[src/rtl/trng_vnc_packer.sv]
// trng_vnc_packer
//   Corrects the synchronised raw TRNG bit stream. The corrector is selected
//   by mode: von Neumann, XOR-pair or bypass. It packs the corrected bits
//   LSB-first into OUT_W-bit words and delivers them over valid/ready. It also
//   runs a repetition-count health test on the raw stream.
//
// Ports
//   rng_clk         clock
//   rst_n           asynchronous active-low reset
//   rst_trng_logic  synchronous clear of all datapath state (priority after rst_n)
//   rnd_src_en      source enable; raw bits ignored and half pair dropped when low
//   mode[1:0]       00 von Neumann, 01 bypass, 10 XOR-pair, 11 as 00
//   in_valid        raw bit strobe
//   in_data         raw bit
//   out_ready       consumer accepts word
//   out_valid       word available
//   out_data        packed word, first emitted bit in bit 0
//   rct_err         one-cycle repetition-count error pulse
//   ovf_err         sticky: a corrected bit was dropped
module trng_vnc_packer #(
   parameter int unsigned OUT_W      = 8,
   parameter int unsigned RCT_CUTOFF = 32,
   parameter int unsigned RUN_W      = 8
) (
   input  logic             rng_clk,
   input  logic             rst_n,
   input  logic             rst_trng_logic,
   input  logic             rnd_src_en,
   input  logic [1:0]       mode,
   input  logic             in_valid,
   input  logic             in_data,
   input  logic             out_ready,
   output logic             out_valid,
   output logic [OUT_W-1:0] out_data,
   output logic             rct_err,
   output logic             ovf_err
);

   localparam int unsigned FILL_W = $clog2(OUT_W + 1);

   typedef enum logic [1:0] {
      MODE_VN  = 2'b00,
      MODE_BYP = 2'b01,
      MODE_XOR = 2'b10,
      MODE_RSV = 2'b11
   } mode_t;

   typedef enum logic {
      PAIR_EMPTY = 1'b0,
      PAIR_HALF  = 1'b1
   } pair_t;

   pair_t             pair_q, pair_d;
   logic              first_q;
   logic [OUT_W-1:0]  shifter_q, shifter_d;
   logic [FILL_W-1:0] fill_q, fill_d;
   logic              prev_q;
   logic [RUN_W-1:0]  run_q, run_d, run_inc;
   logic              accept, is_byp, is_xor;
   logic              emit, emit_bit;
   logic              full, transfer, drop;
   logic              rct_hit;

   assign accept = in_valid && rnd_src_en && !rst_trng_logic;
   assign is_byp = (mode_t'(mode) == MODE_BYP);
   assign is_xor = (mode_t'(mode) == MODE_XOR);

   // Pair stage: decides whether this accepted bit produces a corrected bit.
   always_comb begin
      pair_d   = pair_q;
      emit     = 1'b0;
      emit_bit = in_data;
      if (!rnd_src_en) begin
         pair_d = PAIR_EMPTY;
      end else if (accept) begin
         if (is_byp) begin
            emit   = 1'b1;
            pair_d = PAIR_EMPTY;
         end else begin
            case (pair_q)
               PAIR_EMPTY: pair_d = PAIR_HALF;
               PAIR_HALF: begin
                  pair_d = PAIR_EMPTY;
                  if (is_xor) begin
                     emit     = 1'b1;
                     emit_bit = first_q ^ in_data;
                  end else begin
                     emit     = (first_q != in_data);
                     emit_bit = first_q;
                  end
               end
               default: pair_d = PAIR_EMPTY;
            endcase
         end
      end
   end

   assign full     = (fill_q == FILL_W'(OUT_W));
   assign transfer = full && (!out_valid || out_ready);

   // Shifter: a bit emitted on a transfer edge starts the next word at bit 0.
   always_comb begin
      shifter_d = shifter_q;
      fill_d    = fill_q;
      drop      = 1'b0;
      if (transfer) begin
         shifter_d = '0;
         fill_d    = '0;
         if (emit) begin
            shifter_d[0] = emit_bit;
            fill_d       = FILL_W'(1);
         end
      end else if (emit) begin
         if (full) begin
            drop = 1'b1;
         end else begin
            for (int unsigned i = 0; i < OUT_W; i++) begin
               if (fill_q == FILL_W'(i)) shifter_d[i] = emit_bit;
            end
            fill_d = fill_q + FILL_W'(1);
         end
      end
   end

   // Repetition count on raw bits; a saturated counter can never re-pulse.
   assign run_inc = (run_q == '1) ? run_q : run_q + RUN_W'(1);
   assign run_d   = (in_data == prev_q && run_q != '0) ? run_inc : RUN_W'(1);
   assign rct_hit = accept && (run_d == RUN_W'(RCT_CUTOFF)) && (run_q != RUN_W'(RCT_CUTOFF));

   always_ff @(posedge rng_clk or negedge rst_n) begin
      if (!rst_n) begin
         pair_q    <= PAIR_EMPTY;
         first_q   <= 1'b0;
         shifter_q <= '0;
         fill_q    <= '0;
         prev_q    <= 1'b0;
         run_q     <= '0;
         out_valid <= 1'b0;
         out_data  <= '0;
         rct_err   <= 1'b0;
         ovf_err   <= 1'b0;
      end else if (rst_trng_logic) begin
         pair_q    <= PAIR_EMPTY;
         first_q   <= 1'b0;
         shifter_q <= '0;
         fill_q    <= '0;
         prev_q    <= 1'b0;
         run_q     <= '0;
         out_valid <= 1'b0;
         out_data  <= '0;
         rct_err   <= 1'b0;
         ovf_err   <= 1'b0;
      end else begin
         pair_q    <= pair_d;
         shifter_q <= shifter_d;
         fill_q    <= fill_d;
         rct_err   <= rct_hit;
         if (accept && !is_byp && pair_q == PAIR_EMPTY) first_q <= in_data;
         if (accept) begin
            prev_q <= in_data;
            run_q  <= run_d;
         end
         if (transfer) begin
            out_valid <= 1'b1;
            out_data  <= shifter_q;
         end else if (out_valid && out_ready) begin
            out_valid <= 1'b0;
         end
         if (drop) ovf_err <= 1'b1;
      end
   end

endmodule

[config.mk]
export PLATFORM = sky130hd
export DESIGN_NAME = trng_vnc_packer
export DESIGN_NICKNAME = d
export VERILOG_FILES = /design/src/rtl/trng_vnc_packer.sv
export SDC_FILE = /design/constraint.sdc
export NUM_CORES = 1
export LEC_CHECK = 0
export CAP_MARGIN = 20
export CORE_AREA = 2 2 47 82
export CTS_BUF_LIST = sky130_fd_sc_hd__clkbuf_4
export DETAILED_ROUTE_END_ITERATION = 10
export DIE_AREA = 0 0 49 84
export PLACE_DENSITY = 0.75
export SLEW_MARGIN = 20
export SYNTH_ARGS = -nofsm -noshare
export SYNTH_HDL_FRONTEND = slang
export SYNTH_SLANG_ARGS = --single-unit
[constraint.sdc]
create_clock -name rng_clk -period 2.15 [get_ports rng_clk]
set_input_delay 0.645 -clock rng_clk [delete_from_list [all_inputs] [get_ports rng_clk]]
set_output_delay 0.645 -clock rng_clk [all_outputs]
set_load 0.005 [all_outputs]
==> impl_results.md <==
* CP required at roughly 2400 ps
* Crit end category: flop
* Final Max Slew Viols at 0
* Slew headroom at a little under half
* Core footprint at between 3000 and 4000 sq um
* Largest net degree at the start of global routing at 35
* DR iter-0 viols at 43
* Total clock sinks at 34
* Final period util at between 90% and 100%
* Post-synth EDFFs at 0
* Pleak at 1.03 nW
* PwrDens at around 480 nW/um^2
* CTS H-tree depth at 2
* Die width at between 40 and 50 microns
* Final #Nets at between 200 and 300
* Cells after DPL at ~280
* VDD IR-drop max at between 0.3 and 0.4 mV
* Final hold violation count at 0
* Cell area after synthesis at 1950 sq um
* Worst EP arrival at about 2300 ps
* CTS max path bufs at 2
* Clock skew at slightly below 7 ps
* Met2 WL post-DR at roughly 2.6 mm
* Max Cap Viol at 0
* Inserted Clock Buffers at 5
* Synth Flop Type: dfrtp_1
* Root buffer cell: clkbuf_4
* Area Growth Syn to Fin at 19.0%
* # resized after CTS at 0
* Post-DRT Antenna Nets at 0
* Cells after Synth at roughly 220
* GRT Util Overall at between 20% and 30%
* Drt drc at 0
* Die H at approximately 84 microns
* Status: finished clean
* Synth warnings at 0
* Post-DR vias/cell at 5.83
* Tot Pwr at between 1 and 1.5 mW
* Final setup vio count at 0
* Worst-path clk slew at 100 ps
* Post-Route WL at 4.53 mm
* Final Critical Period at 2030 ps
* Slew @ Worst Pin at between 700 and 800 ps
* Initial antenna violation count at 0
* Post-Route Utilization at between 60% and 70%
* Routed metal-1 wirelength at approximately 1.7 mm
* Via count at approximately 1700
* Setup Crit Path Kind: flop to flop
* Clk Latency, worst-skew pair at 330 ps
* Met3 Wirelength at 117 microns
* Post-DR wirelength/cell at 15.5 microns
* Maximum clock frequency at roughly 0.5 GHz
* Leading area contributor after synthesis: dfrtp_1
* Top Layer Used: met4
* Starting Density at a little under three fifths
* Row cnt at 29
* Largest fanout on the critical path at 7
* Syn nets at 230
* Hold Worst Slack at 522 ps
* Hold WC Path Type: flop to flop
* Leading cell type in the layout, fill and taps excluded: dfrtp_1
* Number of diodes at 0
* First-pass GRT wire length at about 8 mm
* Vias in the first global route at 1753
* Sum Neg Setup Slack at 0 ps
* Synthesized flop and latch total at 34
* Fraction of layout cells with a size suffix above 1 at between 10% and 20%
* Number of top-level pins at 20
* Global route total overflow at 0
* Hold-fix buffers, CTS at 0
* DRT Pass-1 Iters at 4
* Hpwl dp at around 3.4 mm
* Distinct cells, synth at 50
* Register area share after synthesis at between 40% and 50%
* Syn avg cell area at ~9.1 sq um
* Filler cell count at roughly 290
* Synth top area share at 43.6%
* CTS tree: yes
* Startpoint types: flop
* Largest cells by area after synthesis: dfrtp_1, a21oi_1, nand2_1
* Post-route insts no fill at between 200 and 300
* Most frequent cells in the layout: dfrtp_1, nand2_1, a21oi_1
* RSZ-0062 raised after global routing: false
* Post-CTS setup buffers at 0
* Post-synth ARST share at between 90% and 100%
* Routability cong. at between 0.9 and 1
* Die ar. at 4120 sq um
* Port Buf Inserts at 19
## metal layers
layer / up-vias / track usage [%]
met5: - / 0
met4: 0 / 12.2
met3: 8 / 4.84
met2: 36 / 47.7
met1: 831 / 25.4
li1: 828 / -
## synth_stat cells (4+ instances only)
master     n
dfrtp_1   34
nand2_1   30
a21oi_1   24
nand3_1   15
nor2_1    14
mux2i_1   10
inv_1      8
clkbuf_1   7
ha_1       6
a31oi_1    5
and3_1     4
o21ai_0    4
## kinds of logic (layout without fill, tap and decap cells)
kind of cell / Yosys count / after routing / synth area share [%]
AOI/OAI and AO/OA: 53 / 53 / 17.9
and+or+nand+nor: 87 / 87 / 22.4
xor gates and xnor gates: 4 / 4 / 1.80
buffers and inverters: 20 / 51 / 4.74
adders and majority gates: 6 / 6 / 3.85
DFF: 34 / 34 / 43.6
muxes: 11 / 11 / 5.71
## state kept, by name, summed over array words and instances (netlist names)
name,flops
prev_q,1
out_data,8
ovf_err,1
shifter_q,8
out_valid,1
first_q,1
pair_q,1
rct_err,1
fill_q,4
run_q,8
## metrics by stage
stage / area (sq um) / worst slack (ps)
2_1_floorplan: 1950 / 312
3_3_place_gp: 2270 / -87.7
3_5_place_dp: 2270 / -152
4_1_cts: 2320 / 139
5_1_grt: 2320 / 37.8
6_report: 2320 / 118
## final cells by class
cell class	instances	area, sq um	area share [%]
Clock buffer	6	45.0	1.94
Tap cell	46	57.6	2.48
Multi-Input combinational cell	161	1010	43.4
Clock inverter	2	8.76	0.377
Sequential cell	34	851	36.6
Inverter	8	30.0	1.29
Timing Repair Buffer	35	323	13.9
## final timing paths
path | start | end | slack [ps] | cells after the start
worst max-delay path | run_q[0]$_DFFE_PN0P_ | run_q[7]$_DFFE_PN0P_ | 120 | 7
worst min-delay path | shifter_q[5]$_DFFE_PN0P_ | out_data[5]$_DFFE_PN0N_ | 520 | 2
worst max register to register | run_q[0]$_DFFE_PN0P_ | run_q[7]$_DFFE_PN0P_ | 120 | 7
worst min register to register | shifter_q[5]$_DFFE_PN0P_ | out_data[5]$_DFFE_PN0N_ | 520 | 2
max in group asynchronous | rst_n | rct_err$_DFF_PN0_ | 1130 | 2
min in group asynchronous | rst_n | fill_q[1]$_DFFE_PN0P_ | 710 | 2
## power breakdown
part           total, mW  switching (mW)  internal [mW]
logic              0.119          0.0646         0.0541
registers          0.651         0.00717          0.644
clock network      0.344           0.208          0.135
total               1.11           0.280          0.834
## critical path: stages, from the launching register on
cell and delay [ps]:
dfrtp_1 440, inv_1 120, ha_1 160, or4b_4 490, o311a_4 360, buf_12 140
a31oi_1 160, nor2_1 60
Note: power is estimated with default switching activity, not from simulation.
